**config.mk**
```make
export PLATFORM = sky130hd
export DESIGN_NAME = fifo_to_axis
export DESIGN_NICKNAME = d
export VERILOG_FILES = /design/src/rtl/fifo_to_axis.sv
export SDC_FILE = /design/constraint.sdc
export NUM_CORES = 1
export LEC_CHECK = 0
export BUFFER_PORTS_ARGS = -buffer_cell sky130_fd_sc_hd__buf_2
export CAP_MARGIN = 20
export CORE_ASPECT_RATIO = 2
export CORE_UTILIZATION = 53
export DETAILED_ROUTE_END_ITERATION = 10
export PLACE_DENSITY = 0.8
export SETUP_SLACK_MARGIN = 0.05
export SYNTH_ARGS = -nofsm -noshare
export SYNTH_HDL_FRONTEND = slang
export SYNTH_SLANG_ARGS = --single-unit
export TNS_END_PERCENT = 20
```
**constraint.sdc**
```tcl
create_clock -name clk -period 3.3 [get_ports clk]
set_clock_uncertainty 0.15 [all_clocks]
set_input_delay 0.165 -clock clk [delete_from_list [all_inputs] [get_ports clk]]
set_output_delay 0.165 -clock clk [all_outputs]
set_load 0.02 [all_outputs]
```
**src/rtl/fifo_to_axis.sv**
```systemverilog
// Drains a fixed number of words from a first-word-fall-through FIFO onto an
// AXI-Stream master port, marking the final beat with tlast and pulsing o_done.
module fifo_to_axis #(
  parameter int DATA_WIDTH = 32,
  parameter int LEN_WIDTH  = 16
) (
  input  logic                  clk,
  input  logic                  reset_n,
  input  logic                  i_start,
  input  logic [LEN_WIDTH-1:0]  i_len,
  output logic                  o_busy,
  output logic                  o_done,
  output logic                  o_fifo_rd,
  input  logic [DATA_WIDTH-1:0] i_fifo_data,
  input  logic                  i_fifo_empty,
  output logic [DATA_WIDTH-1:0] m_axis_tdata,
  output logic                  m_axis_tvalid,
  input  logic                  m_axis_tready,
  output logic                  m_axis_tlast
);

  localparam logic [LEN_WIDTH-1:0] ONE = LEN_WIDTH'(1);

  typedef enum logic [1:0] {
    IDLE,
    RUN,
    LAST
  } state_t;

  state_t               state;
  state_t               state_next;
  logic [LEN_WIDTH-1:0] len_q;
  logic [LEN_WIDTH-1:0] pop_cnt;
  logic                 start_ok;
  logic                 handshake;
  logic                 last_pop;

  assign start_ok  = (state == IDLE) && i_start;
  assign handshake = m_axis_tvalid && m_axis_tready;
  // pop_cnt < len_q whenever a pop happens, so the increment never wraps.
  assign last_pop  = o_fifo_rd && ((pop_cnt + ONE) == len_q);

  // NOTE: sequential state uses non-blocking assignments so every register
  // samples pre-edge values regardless of process evaluation order.
  always_ff @(posedge clk or negedge reset_n) begin
    if (!reset_n) begin
      state <= IDLE;
    end else begin
      state <= state_next;
    end
  end

  // NOTE: defaults at the top of combinational processes prevent latches on
  // paths that do not assign every output.
  always_comb begin
    state_next = state;
    unique case (state)
      IDLE:    if (start_ok && (i_len != '0)) state_next = RUN;
      RUN:     if (last_pop) state_next = LAST;
      LAST:    if (handshake && m_axis_tlast) state_next = IDLE;
      default: state_next = IDLE;
    endcase
  end

  always_comb begin
    o_busy    = (state != IDLE);
    o_fifo_rd = (state == RUN) && !i_fifo_empty && (!m_axis_tvalid || m_axis_tready);
  end

  // Output skid register: a pop refills it, an accepted beat with no refill empties it.
  always_ff @(posedge clk or negedge reset_n) begin
    if (!reset_n) begin
      len_q         <= '0;
      pop_cnt       <= '0;
      m_axis_tdata  <= '0;
      m_axis_tvalid <= 1'b0;
      m_axis_tlast  <= 1'b0;
      o_done        <= 1'b0;
    end else begin
      o_done <= (start_ok && (i_len == '0)) ||
                ((state == LAST) && handshake && m_axis_tlast);
      if (start_ok) begin
        len_q   <= i_len;
        pop_cnt <= '0;
      end
      if (o_fifo_rd) begin
        m_axis_tdata  <= i_fifo_data;
        m_axis_tvalid <= 1'b1;
        m_axis_tlast  <= last_pop;
        pop_cnt       <= pop_cnt + ONE;
      end else if (handshake) begin
        m_axis_tvalid <= 1'b0;
        m_axis_tlast  <= 1'b0;
      end
    end
  end

endmodule
```
# Yosys cells after proc, flatten, opt, wreduce, memory -nomap -nowiden
# Index checks and enable logic that the tools add are counted.
[totals]
wordCells = 44
input_bits = 53
reg_bits = 69
output_inout_bits = 37
[classes]
eq_ne = 6
muxes = 9
addsub = 1
reduce_logical = 21
[ops]
columns = ["operator", "count"]
rows = [
  ["2-to-1 mux 16 bit", 2],
  ["adder 16 x 1 -> 16 bit, second input constant", 1],
  ["equality test 16 bit", 1],
  ["logical NOT 16 bit", 1],
  ["nonzero test 16 bit", 1],
  ["logical AND 1 bit", 10],
  ["2-to-1 mux 2 bit", 3],
  ["one-hot mux 2 bit (3 select lines)", 1],
  ["nonzero test 2 bit", 3],
  ["!= test 2 bit, second input constant", 2],
  ["2-to-1 mux 1 bit", 3],
  ["AND reduction 3 bit", 1],
  ["equality test 2 x 1 -> 1 bit, second input constant", 1],
  ["equality test 2 bit, second input constant", 1],
  ["logical NOT 1 bit", 2],
  ["logical NOT 2 bit", 1],
  ["logical OR 1 bit", 2],
  ["!= test 2 x 1 -> 1 bit, second input constant", 1],
]

# Logic depth before layout (Yosys ltp)
# Gate-level depths: netlist of run 1.
[logic_depth]
ltp_word = 6
depth_mapped = 9
depth_no_buf = 7

# Worst setup path after synthesis of run 1
# OpenSTA, ideal clock, no wires.
[synth_path]
path_type = "register -> register"
from = "register pop_cnt[1]"
to = "register state[0]"
arrival_time_ns = 2.012
required_time_ns = 3.031
stages_incl_launch_ff = 8
n_path_buf = 0
path_slack_ns = 1.019
synth_period_minus_slack_ns = 2.281
setup_ns = 0.119
cell_sequence = "dfrtp_1 -> ha_1 -> nand3_4 -> nor3_1 -> xor2_1 -> a2111oi_4 -> nand4_1 -> o21a_1"
[synth_between]
elab_chain_len = 5
[synth_rtl]
columns = ["item", "line", "text"]
rows = [
  ["from (decl)", "33", "logic [LEN_WIDTH-1:0] pop_cnt;"],
  ["from (signal assigned)", "90", "pop_cnt <= pop_cnt + ONE;"],
  ["adder 16 x 1 -> 16 bit", "41", "assign last_pop = o_fifo_rd && ((pop_cnt + ONE) == len_q);"],
  ["equality test 16 bit", "41", ""],
  ["logical AND 1 bit", "41", ""],
  ["!= test 2 bit (no source line)", "--", ""],
  ["AND reduction 3 bit (no source line)", "--", ""],
  ["to (signal assigned)", "49", "state <= state_next;"],
  ["to (decl)", "30", "state_t state;"],
]
# No other way between the ends.
# A chain may end at the register's enable or synchronous reset.

# Worst setup path in the final report of run 1
[layout_path]
from = "register pop_cnt[0]"
to = "register state[0]"
# The elaborated chain is that of the path after synthesis.

==> results_dict.tcl, run 1 <==
set metrics [dict create \
    required_ns 3.38 \
    cp.arrival_ns 2.83 \
    grt_usage_pct 36.4 \
    seqCellArea_sq_mm 0.00173 \
    relSlewSlack_pct 57.9 \
    area_growth_pct 38.4 \
    dieArea_sq_mm 0.00686 \
    tightest_slew_ns 0.626 \
    first_pass_iters 5 \
    cp_max_fo 10 \
    finalCriticalPeriod_ns 2.75 \
    via_count 3505 \
    numCtsBuffers 9 \
    drt-total-wl_mm 11.3 \
    ys.flop_type "dfrtp_1" \
    ys_seq_area_share_pct 50.0 \
    vias_per_cell 5.84 \
    synth_cell_types 52 \
    end_kind "flop" \
    grt_pass1_vias 3598 \
    syn_inst 372 \
    ff2ff_setup_slack_ns 0.55 \
    outcome "completed" \
    dpl.hpwl_mm 6.03 \
    htree_levels 3 \
    n_antenna_cell 0 \
    post-route-util_pct 75.7 \
    p_leak_nw 2.31 \
    nNetsFinal 563 \
    grt_pass1_wl_mm 17.9 \
    port_buffers 89 \
    setup.worst_path.start_class "flop" \
    ir_drop_mv 0.533 \
    rr_endpoint "state[0]" \
    endpoint "state[0]" \
    synth_edf_count 0 \
    cts_tree "built" \
    ant_nets 0 \
    fillers 386 \
    die_y_microns 116 \
    cts-resized-gates 0 \
    drive_gt1_share_pct 26.3 \
    clock.fmax_mhz 364 \
    io_pins 90 \
    root_buffer "clkbuf_16" \
    hold_viol 0 \
    setup_viol_count_final 0 \
    syn_avg_cell_area_sq_um 9.28 \
    syn-cell-area_sq_mm 0.00345 \
    num_rows 41 \
    grt_max_degree 52 \
    drc 0 \
    async_reset_ff_share_pct 100 \
    yosysWarnings 0 \
    tns_ns 0 \
    hp-class "in -> reg" \
    rsz0062_at_grt "false" \
    cts.clk_slew.worst_paths_ns 0.06 \
    initial_utilization_pct 54.7 \
    slew_violations 0 \
    syn_nets 426 \
    clock-sinks 69 \
    crit_type "reg -> reg" \
    antenna_found_initial 0 \
    r2r_start "pop_cnt[0]" \
    timing.final.crit_share_pct 83.4 \
    multi_input_area_sq_mm 0.00160 \
    core-area_sq_mm 0.00631 \
    gr-total-overflow 0 \
    drt_iter0_drc 243 \
    worstSetupStartpoint "pop_cnt[0]" \
    die_w_microns 59.1 \
    clkLatencyLatePin_ns 0.34 \
    cts_max_path_buffers 2 \
    wl_per_cell_microns 18.9 \
    power.density_mw_per_mm2 541 \
    gp_congestion 0.947 \
    reg2reg_depth 7 \
    ys_seq_elements 69 \
    cap_violations 0 \
]
==> how the worst min path moves through the flow <==
stage,start,endpoint,slack [ns],cells after the start
global placement,reset_n,len_q[6],-0.02,1
finish,i_start,o_done,0.03,4
detailed placement,reset_n,len_q[6],-0.02,1
global route,i_start,o_done,0.05,4
CTS,i_start,o_done,0.03,4
floorplan,reset_n,len_q[0],-0.28,0
==> registers in the layout, indices dropped and copies added, names as in the netlist <==
register	count
len_q	16
m_axis_tdata	32
m_axis_tlast	1
m_axis_tvalid	1
o_done	1
pop_cnt	16
state	2
==> layout by cell type (no fill, tap or decap), drive strengths merged, types with 6 or more instances in the layout <==
cell           n
dfrtp         69
nor3           6
mux2          14
nand3          7
nand4          6
inv            7
buf           95
nor2          18
xor2           9
nand2        120
xnor2         13
nor4           9
dlygate4sd3   51
o21ai         26
clkbuf        11
a21oi          7
==> synth_stat cells, types with 3 or more instances <==
cell | number | share of area (%)
a21oi_1 | 7 | 1.0
and3_1 | 3 | 0.54
buf_2 | 4 | 0.58
clkbuf_1 | 12 | 1.3
dfrtp_1 | 69 | 50
inv_1 | 7 | 0.76
mux2_2 | 14 | 4.6
nand2_1 | 120 | 13
nand3_1 | 5 | 0.73
nand3b_1 | 3 | 0.65
nand4_1 | 6 | 1.1
nor2_1 | 18 | 2.0
nor3_1 | 5 | 0.73
nor4_1 | 8 | 1.5
o21ai_0 | 24 | 3.5
o31ai_1 | 3 | 0.65
or3_1 | 3 | 0.54
xnor2_1 | 13 | 3.3
xor2_1 | 9 | 2.3
==> routing by layer <==
metal	part of all wire [%]	up-vias	GRT usage, %
li1	-	1524	-
met1	34	1657	39.7
met2	53	251	62.9
met3	6.9	73	8.86
met4	6.2	0	20.5
met5	0	-	0
==> cell type report <==
type / count / area share [%]
sequential: 69 / 36.2
multi-input combinational: 275 / 33.4
timing repair buffer: 146 / 21.0
clock buffer: 11 / 5.29
tap: 86 / 2.25
clock inverter: 5 / 1.23
inverter: 8 / 0.655
==> worst max-delay path, cell delays in order (launching register included) <==
cell,delay (ns)
dfrtp_1,0.50
ha_1,0.40
nand3_4,0.20
nor3_1,0.40
xor2_1,0.17
a2111oi_4,0.37
nand4_1,0.23
o21a_1,0.22
==> through the flow <==
stage	total power, mW	hold WS (ns)	instance area, sq um	std cells	setup slack, ns
2_1_floorplan	1.33	-0.281	3450	372	1.02
3_3_place_gp	1.47	-0.0232	3950	533	0.771
3_5_place_dp	1.49	-0.0191	3950	533	0.630
4_1_cts	2.53	0.0327	4770	600	0.624
5_1_grt	2.67	0.0536	4770	600	0.332
6_report	2.58	0.0267	4770	600	0.549
==> power by group <==
| part | switching (mW) | total, mW | internal (mW) |
|---|---|---|---|
| logic | 0.314 | 0.533 | 0.220 |
| registers | 0.104 | 1.04 | 0.941 |
| clock network | 0.380 | 1.01 | 0.626 |
| total | 0.798 | 2.58 | 1.79 |
==> repair_timing <==
item,4_1_cts,5_1_grt
setup buffers,0,0
hold buffers,51,0
hold endpoints to repair,68,0
==> cell families after synthesis <==
| family | count (synthesis) | synth area share [%] |
|---|---|---|
| adders and majority gates | 1 | 0.363 |
| buffers and inverters | 28 | 3.70 |
| DFF | 69 | 50.0 |
| xor gates and xnor gates | 22 | 5.58 |
| AOI/OAI and AO/OA | 52 | 10.4 |
| and+or+nand+nor | 185 | 25.0 |
| muxes | 15 | 4.86 |
No activity file was read; power rests on OpenSTA's default activity.
==> run 2, diff against run 1 <==
Settings changed: ABC_AREA set to 1.
Clock period 3.3 ns to 2.7 ns, I/O delays scaled along.
==> results_dict.tcl, run 2 <==
set metrics [dict create \
    dpl.hpwl_mm 6.42 \
    die_w_microns 58.7 \
    required_ns 2.41 \
    cp_cell_sequence "nor2_1, nand3_1, inv_1, buf_4, buf_2" \
    tns_ns 0 \
    yosysMostFrequentCell "nand2_1" \
    crit_path_max_incr_delay_ns 0.41 \
    cp_max_fo 38 \
    end_kind "primary output" \
    syn-cell-area_sq_mm 0.00341 \
    async_reset_ff_share_pct 100 \
    grt_max_degree 40 \
    ff2ff_setup_slack_ns 0.55 \
    gr-total-overflow 0 \
    r2r_start "pop_cnt[0]" \
    timing.final.crit_share_pct 87.6 \
    hold_viol 0 \
    num_rows 41 \
    post-route-util_pct 76.1 \
    synth_cell_types 25 \
    min_from "i_start" \
    seqCellArea_sq_mm 0.00173 \
    reg2reg_depth 12 \
    yosysWarnings 0 \
    grt_usage_pct 36.6 \
    antenna_found_initial 0 \
    dieArea_sq_mm 0.00677 \
    first_pass_iters 7 \
    top_register "m_axis_tdata" \
    ant_nets 0 \
    area_growth_pct 39.7 \
    htree_levels 3 \
    cts.clk_slew.worst_paths_ns 0.06 \
    drt-total-wl_mm 11.3 \
    port_buffers 89 \
    tightest_slew_ns 0.761 \
    post_cts_buffers 0 \
    fillers 403 \
    core-area_sq_mm 0.00626 \
    cts_tree "built" \
    rsz0062_at_grt "false" \
    mostFrequentLayoutCell "nand2_1" \
    cp.arrival_ns 2.08 \
    cts_max_path_buffers 2 \
    syn_inst 454 \
    cap_violations 0 \
    die_y_microns 115 \
    io_pins 90 \
    multi_input_area_sq_mm 0.00148 \
    synthTopCellsByArea "dfrtp_1, nand2_1, nand3_1, inv_1, nor2_1" \
    syn_nets 508 \
    ir_drop_mv 0.637 \
    synth_commonest_cells "nand2_1, dfrtp_1, inv_1" \
    relSlewSlack_pct 49.2 \
    numCtsBuffers 9 \
    hp-class "in -> reg" \
    largest_reg_flops 32 \
    root_buffer "clkbuf_16" \
    clock-sinks 69 \
    drt_iter0_drc 270 \
    slowest_stage "dfrtp_1" \
    syn_avg_cell_area_sq_um 7.50 \
    outcome "completed" \
    crit_buf_inv 3 \
    final_cell_mix "nand2_1, buf_2, dfrtp_1, dlygate4sd3_1, inv_1" \
    pre_cts_ws_ns 0.595 \
    ys.flop_type "dfrtp_1" \
    nNetsFinal 653 \
    ys_seq_elements 69 \
    setup_ws_ns 0.335 \
    p_leak_nw 2.49 \
    slew_violations 0 \
    drive_gt1_share_pct 19.4 \
    cts-resized-gates 0 \
    wl_per_cell_microns 16.4 \
    drc 0 \
    initial_utilization_pct 54.4 \
    clkLatencyLatePin_ns 0.34 \
    critPathTopFamily "buffers and inverters" \
    ys_seq_area_share_pct 50.7 \
    min_path_cells 4 \
    clock.fmax_mhz 423 \
    power.density_mw_per_mm2 959 \
    yosys.area.top_type "dfrtp_1" \
    top_regs "m_axis_tdata (32), len_q (16), pop_cnt (16)" \
    grt_pass1_wl_mm 18.1 \
    setup.worst_path.start_class "flop" \
    grt_pass1_vias 3925 \
    synthDominantCellAreaShare_pct 50.7 \
    setup_viol_count_final 0 \
    vias_per_cell 5.44 \
    finalCriticalPeriod_ns 2.37 \
    synth_edf_count 0 \
    gp_congestion 0.887 \
    crit_type "reg -> out" \
    holdPathEnd "len_q[0]" \
    via_count 3757 \
    rr_endpoint "state[0]" \
]
run 2: cell types whose count changed after synthesis, sizes merged, moves of 10 or more:
cell	delta
inv	+32
mux2	-14
nand2	+96
nand3	+31
nor2	+10
o22ai	+11
xnor2	-12
run 2: repair_timing:
action                     in CTS  in global routing
hold buffers                   52                  0
hold endpoints to repair       80                  0
setup endpoints to repair       0                  0
run 2: power breakdown:
part / switching [mW] / internal, mW
logic: 1.10 / 0.620
clock network: 0.450 / 0.709
registers: 0.294 / 1.40
total: 1.84 / 2.73
run 2: cell families (layout without fill, tap and decap cells):
| family | Yosys count | after routing | synth area share (%) |
|---|---|---|---|
| flops | 69 | 69 | 50.7 |
| other cells | 0 | 1 | 0 |
| fa+ha+maj | 1 | 1 | 0.367 |
| xor+xnor | 3 | 3 | 1.21 |
| simple gates | 301 | 301 | 37.2 |
| buf+inv | 51 | 200 | 5.80 |
| compound gates | 29 | 29 | 4.74 |
run 2: worst max path at each step:
stage,from,endpoint,slack [ns],depth (start not counted)
after floorplan,pop_cnt[0],state[0],0.90,12
after global placement,pop_cnt[0],state[0],0.68,12
after detailed placement,pop_cnt[0],state[0],0.59,12
after CTS,state[1],o_fifo_rd,0.37,5
after global routing,state[1],o_fifo_rd,0.19,5
final,state[1],o_fifo_rd,0.33,5
run 2: routing by layer:
metal | GRT usage [%] | share of wire (%) | up-vias
li1 | - | - | 1728
met1 | 36.1 | 34 | 1757
met2 | 64.4 | 53 | 201
met3 | 8.32 | 6.1 | 71
met4 | 27.3 | 7.1 | 0
met5 | 0 | 0 | -
run 2: tightest hold or removal path, stage by stage:
cell     delay (ns)
buf_2          0.09
nand2_2        0.14
nand2_1        0.10
nand2_1        0.05
run 2: area by class of cell:
cell class	instances	share of cell area, %
diodes	1	0.0526
well taps	86	2.26
multi-input cells	334	31.1
flip-flops and latches	69	36.3
inverters	40	3.15
clock inverters	4	1.05
clock buffers	11	4.89
repair buffers	145	21.2
run 2: metrics by stage:
stage	hold slack, ns	total power [mW]	instances	instance area, sq um
finish	0.0608	4.57	690	4760
global route	0.0692	4.83	689	4760
CTS	0.0523	4.46	689	4760
detailed placement	0.0962	3.25	622	3960
global placement	0.0881	3.21	622	3960
floorplan	-0.311	2.75	454	3410
==> run 3, diff against run 2 <==
Settings changed: BUFFER_PORTS_ARGS -buffer_cell sky130_fd_sc_hd__buf_2 to -buffer_cell sky130_fd_sc_hd__clkbuf_2.
==> results_dict.tcl, run 3 (synthesis gave the netlist of run 2 again) <==
set metrics [dict create \
    timing.final.crit_share_pct 87.5 \
    grt_usage_pct 35.4 \
    first_pass_iters 4 \
    grt_pass1_vias 3779 \
    top_register "m_axis_tdata" \
    via_count 3655 \
    hold_viol 0 \
    cp_max_fo 38 \
    tns_ns 0 \
    cp.arrival_ns 2.08 \
    cts-resized-gates 0 \
    ir_drop_mv 0.677 \
    die_y_microns 115 \
    drive_gt1_share_pct 19.3 \
    setup_viol_count_final 0 \
    hp-class "in -> reg" \
    cts_tree "built" \
    power.density_mw_per_mm2 955 \
    fin_hold_ws_ns 0.00352 \
    n_antenna_cell 0 \
    die_w_microns 58.7 \
    grt_pass1_wl_mm 17.2 \
    final_cell_mix "nand2_1, clkbuf_2, dfrtp_1, dlygate4sd3_1, inv_1" \
    grt_max_degree 54 \
    gr-total-overflow 0 \
    drt_iter0_drc 178 \
    ff2ff_setup_slack_ns 0.57 \
    fillers 437 \
    dieArea_sq_mm 0.00677 \
    numCtsBuffers 9 \
    post_cts_buffers 0 \
    area_growth_pct 39.0 \
    vias_per_cell 5.33 \
    initial_utilization_pct 54.4 \
    core-area_sq_mm 0.00626 \
    drc 0 \
    nNetsFinal 652 \
    end_kind "primary output" \
    finalCriticalPeriod_ns 2.36 \
    gp_congestion 0.901 \
    top_regs "m_axis_tdata (32), len_q (16), pop_cnt (16)" \
    clock-sinks 69 \
    setup.worst_path.start_class "flop" \
    io_pins 90 \
    rsz0062_at_grt "false" \
    root_buffer "clkbuf_16" \
    crit_path_max_incr_delay_ns 0.41 \
    dpl.hpwl_mm 6.62 \
    port_buffers 89 \
    setup_ws_ns 0.337 \
    slowest_stage "dfrtp_1" \
    cap_violations 0 \
    clkLatencyLatePin_ns 0.34 \
    outcome "completed" \
    total_power_mw 4.52 \
    drt-total-wl_mm 10.8 \
    ant_nets 0 \
    mostFrequentLayoutCell "nand2_1" \
    pre_cts_ws_ns 0.612 \
    tightest_slew_ns 0.559 \
    p_leak_nw 2.50 \
    largest_reg_flops 32 \
    antenna_found_initial 0 \
    required_ns 2.41 \
    relSlewSlack_pct 62.4 \
    htree_levels 3 \
    cp_cell_sequence "nor2_1, nand3_1, inv_1, buf_4, clkbuf_2" \
    wl_per_cell_microns 15.7 \
    crit_type "reg -> out" \
    clock.fmax_mhz 423 \
    cts_hold_buf 51 \
    cts_max_path_buffers 2 \
    num_rows 41 \
    slew_violations 0 \
    cts.clk_slew.worst_paths_ns 0.06 \
]
==> run 3: cell types whose count changed in the layout (fill, tap and decap cells not counted) <==
| cell | change |
|---|---|
| buf_2 | -88 |
| clkbuf_1 | -1 |
| clkbuf_2 | +88 |
| clkinv_2 | +1 |
| clkinvlp_4 | -2 |
| diode_2 | -1 |
| dlygate4sd3_1 | -1 |
==> run 3: where the power goes <==
part | switching [mW] | total (mW) | internal [mW] | leakage (nW)
logic | 1.08 | 1.70 | 0.616 | 1.49
clock network | 0.421 | 1.12 | 0.696 | 0.134
registers | 0.305 | 1.70 | 1.40 | 0.871
==> run 3: final cells by class <==
type | count | area (sq um) | area share (%)
Multi-Input combinational cell | 334 | 1480 | 31.3
Inverter | 40 | 150 | 3.17
Clock inverter | 3 | 40.0 | 0.846
Tap cell | 86 | 108 | 2.27
Sequential cell | 69 | 1730 | 36.5
Timing Repair Buffer | 144 | 998 | 21.1
Clock buffer | 10 | 229 | 4.84
==> run 3: metrics by stage <==
| stage | std cells | util, % | instance area (sq um) |
|---|---|---|---|
| 4_1_cts | 686 | 75.6 | 4730 |
| 3_3_place_gp | 622 | 63.2 | 3960 |
| 2_1_floorplan | 454 | - | 3410 |
| 5_1_grt | 686 | 75.6 | 4730 |
| 3_5_place_dp | 622 | 63.2 | 3960 |
| 6_report | 686 | 75.6 | 4730 |
==> run 3: final timing paths <==
check	from	to	cells after the start
worst max-delay path	state[1]	o_fifo_rd	5
worst min-delay path	m_axis_tready	o_done	3
worst max register to register	pop_cnt[0]	state[0]	12
worst min register to register	m_axis_tdata[3]	m_axis_tdata[3]	2
max in group asynchronous	reset_n	m_axis_tdata[28]	3
min in group asynchronous	reset_n	m_axis_tdata[2]	2
==> run 3: per-layer routing <==
metal | global-route usage [%] | wire (microns)
met5 | 0 | 0
met4 | 22.4 | 470
met3 | 7.42 | 536
met2 | 64.2 | 6100
met1 | 35.5 | 3700
==> run 3: critical path: cells and delay by family (launching register included) <==
kind                   cells  cell delay, ns
buffers and inverters      3            0.80
flip-flops                 1            0.41
AND/OR/NAND/NOR            2            0.51
